**src/rtl/pipe_adder.sv**
```systemverilog
// rtl/pipe_adder.sv - slice-pipelined adder with per-stage valid/ready flow control
// Define PIPE_ADDER_SUB_EN to add the sub input (sum = a - b when sub=1).
module pipe_adder #(
  parameter int WIDTH  = 16,
  parameter int STAGES = 4
) (
  input  logic             clk,
  input  logic             rst_n,
  input  logic             in_valid,
  output logic             in_ready,
  input  logic [WIDTH-1:0] a,
  input  logic [WIDTH-1:0] b,
  input  logic             cin,
`ifdef PIPE_ADDER_SUB_EN
  input  logic             sub,
`endif
  output logic             out_valid,
  input  logic             out_ready,
  output logic [WIDTH-1:0] sum,
  output logic             cout,
  output logic             ovf
);

  localparam int S    = WIDTH / STAGES;
  localparam int LAST = STAGES - 1;

  logic [WIDTH-1:0]  b_eff;
  logic              cin_eff;
  logic [STAGES-1:0] v_q;
  logic [STAGES-1:0] ld;

`ifdef PIPE_ADDER_SUB_EN
  assign b_eff   = sub ? ~b : b;
  assign cin_eff = sub | cin;
`else
  assign b_eff   = b;
  assign cin_eff = cin;
`endif

  // A stage loads when empty or when its content moves on; for an occupied
  // stage that reduces to "the stage above can load".
  always_comb begin
    ld       = '0;
    ld[LAST] = ~v_q[LAST] | out_ready;
    for (int k = LAST - 1; k >= 0; k--) begin
      ld[k] = ~v_q[k] | ld[k+1];
    end
  end

  assign in_ready = ld[0];

  for (genvar k = 0; k < STAGES; k++) begin : g_st
    // x holds finished sum slices below slice k and untouched A slices above.
    logic [WIDTH-1:0] x_i, y_i, x_nx, x_r, y_r;
    logic             c_i, v_i, o_nx;
    logic             v_r, c_r, o_r;
    logic [S:0]       slice;
    logic             unused_bits;

    if (k == 0) begin : g_src
      assign x_i = a;
      assign y_i = b_eff;
      assign c_i = cin_eff;
      assign v_i = in_valid;
    end else begin : g_src
      assign x_i = g_st[k-1].x_r;
      assign y_i = g_st[k-1].y_r;
      assign c_i = g_st[k-1].c_r;
      assign v_i = g_st[k-1].v_r;
    end

    assign slice = {1'b0, x_i[k*S +: S]} + {1'b0, y_i[k*S +: S]} + {{S{1'b0}}, c_i};

    always_comb begin
      x_nx            = x_i;
      x_nx[k*S +: S]  = slice[S-1:0];
    end

    // Only the top slice sees both operand sign bits next to the sum sign bit.
    assign o_nx = (k == LAST) && (x_i[WIDTH-1] == y_i[WIDTH-1]) &&
                  (slice[S-1] != x_i[WIDTH-1]);

    always_ff @(posedge clk or negedge rst_n) begin
      if (!rst_n) begin
        v_r <= 1'b0;
        x_r <= '0;
        y_r <= '0;
        c_r <= 1'b0;
        o_r <= 1'b0;
      end else if (ld[k]) begin
        v_r <= v_i;
        if (v_i) begin
          x_r <= x_nx;
          y_r <= y_i;
          c_r <= slice[S];
          o_r <= o_nx;
        end
      end
    end

    assign v_q[k]      = v_r;
    assign unused_bits = ^{y_r, o_r};
  end

  assign out_valid = g_st[LAST].v_r;
  assign sum       = g_st[LAST].x_r;
  assign cout      = g_st[LAST].c_r;
  assign ovf       = g_st[LAST].o_r;

endmodule

```
**config.mk**
```make
export PLATFORM = sky130hd
export DESIGN_NAME = pipe_adder
export DESIGN_NICKNAME = d
export VERILOG_FILES = /design/src/rtl/pipe_adder.sv
export SDC_FILE = /design/constraint.sdc
export NUM_CORES = 1
export LEC_CHECK = 0
export ABC_AREA = 0
export BUFFER_PORTS_ARGS = -buffer_cell sky130_fd_sc_hd__buf_2
export CORE_MARGIN = 2
export CORE_UTILIZATION = 61
export DETAILED_ROUTE_END_ITERATION = 7
export PLACE_DENSITY_LB_ADDON = 0.12
export SETUP_SLACK_MARGIN = 0.3
export SYNTH_ARGS = -nofsm -noshare
export SYNTH_HDL_FRONTEND = slang
export SYNTH_SLANG_ARGS = --single-unit
```
**constraint.sdc**
```tcl
create_clock -name clk -period 3.15 [get_ports clk]
set_input_delay 0.315 -clock clk [delete_from_list [all_inputs] [get_ports clk]]
set_output_delay 0.315 -clock clk [all_outputs]
set_load 0.05 [all_outputs]
```
==> flow_metrics.tcl <==
set metrics [dict create \
    status "finished, final reports clean" \
    synth_area_per_cell_um2 14.4 \
    nNetsFinal 410 \
    grt_start_max_net_pins 35 \
    p_per_area_nw_per_um2 909 \
    path_max_fanout 23 \
    fmax_mhz 517 \
    cts_buffer_depth 2 \
    dr_total_vias 2314 \
    synth_seq_cells 97 \
    syn-num-nets 350 \
    cts_buffers 9 \
    numClockSinks 97 \
    post-route-min-period_ns 1.93 \
    grt_pass1_wl_mm 10.6 \
    finalPower_w 0.00433 \
    io_pins 57 \
    drv_cap 0 \
    synth_warnings 0 \
    gp_congestion 0.769 \
    required_ns 3.39 \
    ys_types 28 \
    dr.pass1.iters 4 \
    dieArea_um2 7580 \
    start_kind "register" \
    final_util_pct 70.8 \
    stdcell_area_um2 4760 \
    gr-total-overflow 0 \
    netlist_area_um2 4210 \
    rsz0062_at_grt "no" \
    area_delta_synth_final_pct 13.1 \
    track_usage_pct 18.4 \
    place_area_um2 4510 \
    drc 0 \
    path_clk_slew_ns 0.09 \
    leakagePower_nw 2.26 \
    die_w_um 87.1 \
    endpoint_kind "register" \
    clk_latency_ns 0.35 \
    tightest_slew_ns 1.02 \
    hold_class "in -> reg" \
    antenna_found_initial 0 \
    synthCells 293 \
    die_h_um 87.1 \
    grt_pass1_vias 2255 \
    wl_mm 6.15 \
    port_buffers 56 \
    yosysSeqAreaShare_pct 57.7 \
    n_antenna_cell 0 \
    setup_viol 0 \
    core_area_um2 6720 \
    cts_root_buf "clkbuf_8" \
    max_stage_delay_ns 0.79 \
    setup_tns_ns 0 \
    relSlewSlack_pct 31.8 \
    final_layout_size_suffix_gt1_share_pct 43.6 \
    cts_max_level 3 \
    regToRegSetupSlack_ns 1.22 \
    final_cell_mix "dfrtp_1, mux2_2, buf_2" \
    initial_core_util_pct 62.6 \
    final_common_cell "dfrtp_1" \
    peakVddDrop_v 0.000399 \
    finalHoldViolCount 0 \
    drt-initial-drc-count 75 \
    post_drt_wl_per_cell_um 14.0 \
    slowest_stage "nand2b_1" \
    cts_tree "done" \
    crit_type "reg -> reg" \
    ant_nets 0 \
    cp_cell_sequence "nor2b_1, nand2b_1, mux2_2" \
    worstPathArrival_ns 2.17 \
    finalMaxSlewViolations 0 \
    fp-row-count 30 \
    fin_skew_ns 0.00558 \
    vias_per_cell 5.28 \
    finalCritPeriodShare_pct 61.4 \
    cts.repair.resized 0 \
    dp_hpwl_mm 4.27 \
]
[timing repair]
| item | 4_1_cts | 5_1_grt |
|---|---|---|
| hold buffers | 1 | 0 |
| setup buffers | 0 | 0 |
| endpoints found under the setup margin | 0 | 0 |
| hold endpoints to repair | 30 | 0 |
[cell type report]
class | instances | area (um^2)
Sequential cell | 97 | 2430
Fill cell | 478 | 1960
Multi-Input combinational cell | 169 | 1610
Timing Repair Buffer | 60 | 315
Clock buffer | 9 | 124
Clock inverter | 7 | 118
Tap cell | 80 | 100
Inverter | 16 | 60.1
[cell usage after synthesis (all sizes together)]
| cell type | number | share of area, % |
|---|---|---|
| inv | 16 | 1.4 |
| o31ai | 1 | 0.18 |
| nand4b | 1 | 0.56 |
| mux2 | 76 | 20 |
| nor3 | 2 | 0.24 |
| xnor2 | 1 | 0.21 |
| nor2b | 3 | 0.45 |
| o21a | 3 | 0.54 |
| fa | 8 | 3.8 |
| buf | 11 | 2.5 |
| nand2b | 3 | 0.45 |
| or3 | 1 | 0.15 |
| dfrtp | 97 | 58 |
| a21oi | 7 | 0.83 |
| nor2 | 1 | 0.089 |
| nand2 | 18 | 1.7 |
| nand3b | 1 | 0.18 |
| o21ai | 16 | 2.2 |
| xor2 | 6 | 1.2 |
| a32o | 1 | 0.24 |
| a21o | 6 | 1.1 |
| ha | 12 | 3.6 |
| or2 | 2 | 0.30 |
[per-layer routing]
metal,vias up,global-route usage [%],routed length [um]
li1,1127,-,-
met1,1134,26.3,2920
met2,46,27.4,2840
met3,7,4.93,295
met4,0,6.82,96
met5,-,0,0
[per-stage QoR]
stage / instances / hold WS, ns / setup WS, ns
2_1_floorplan: 293 / 0.0194 / 1.43
3_3_place_gp: 421 / 0.267 / 1.22
3_5_place_dp: 421 / 0.271 / 1.18
4_1_cts: 438 / 0.169 / 1.18
5_1_grt: 438 / 0.170 / 1.02
6_report: 438 / 0.182 / 1.22
[sequential cells by signal, summed over array words and instances, names as in the netlist]
| name | count |
|---|---|
| g_st.x_r | 48 |
| g_st.v_r | 3 |
| sum | 16 |
| cout | 1 |
| out_valid | 1 |
| ovf | 1 |
| g_st.c_r | 3 |
| g_st.y_r | 24 |
[critical path, delay by kind of cell, from the launching register on]
family           cells  cell delay [ns]
and+or+nand+nor      2             0.97
muxes                1             0.42
DFF                  1             0.43
[kinds of logic (layout without fill, tap and decap cells)]
group | Yosys count | after routing | share of synthesized area [%]
simple gates | 32 | 32 | 4.07
xor+xnor | 7 | 7 | 1.46
flops | 97 | 97 | 57.7
buf+inv | 27 | 92 | 3.95
mux | 76 | 76 | 20.4
fa+ha+maj | 20 | 20 | 7.37
compound gates | 34 | 34 | 5.03
[report_power, final]
group          switching (W)  total, W  internal, W
Sequential          0.000223   0.00188      0.00166
Clock               0.000414  0.000943     0.000529
Combinational       0.000864   0.00150     0.000634
Total                0.00150   0.00433      0.00282
[path summary, 6_finish.rpt]
| kind | start | to | depth (start not counted) |
|---|---|---|---|
| setup reg to reg | out_valid$_DFFE_PN0P_ | sum[4]$_DFFE_PN0P_ | 3 |
| max in group asynchronous | rst_n | g_st[2].y_r[14]$_DFFE_PN0P_ | 3 |
| hold reg to reg | cout$_DFFE_PN0P_ | cout$_DFFE_PN0P_ | 2 |
| setup / recovery | out_valid$_DFFE_PN0P_ | sum[4]$_DFFE_PN0P_ | 3 |
| min in group asynchronous | rst_n | out_valid$_DFFE_PN0P_ | 2 |
| hold / removal | a[10] | g_st[0].x_r[10]$_DFFE_PN0P_ | 2 |
Power figures use the tool's default switching activity.
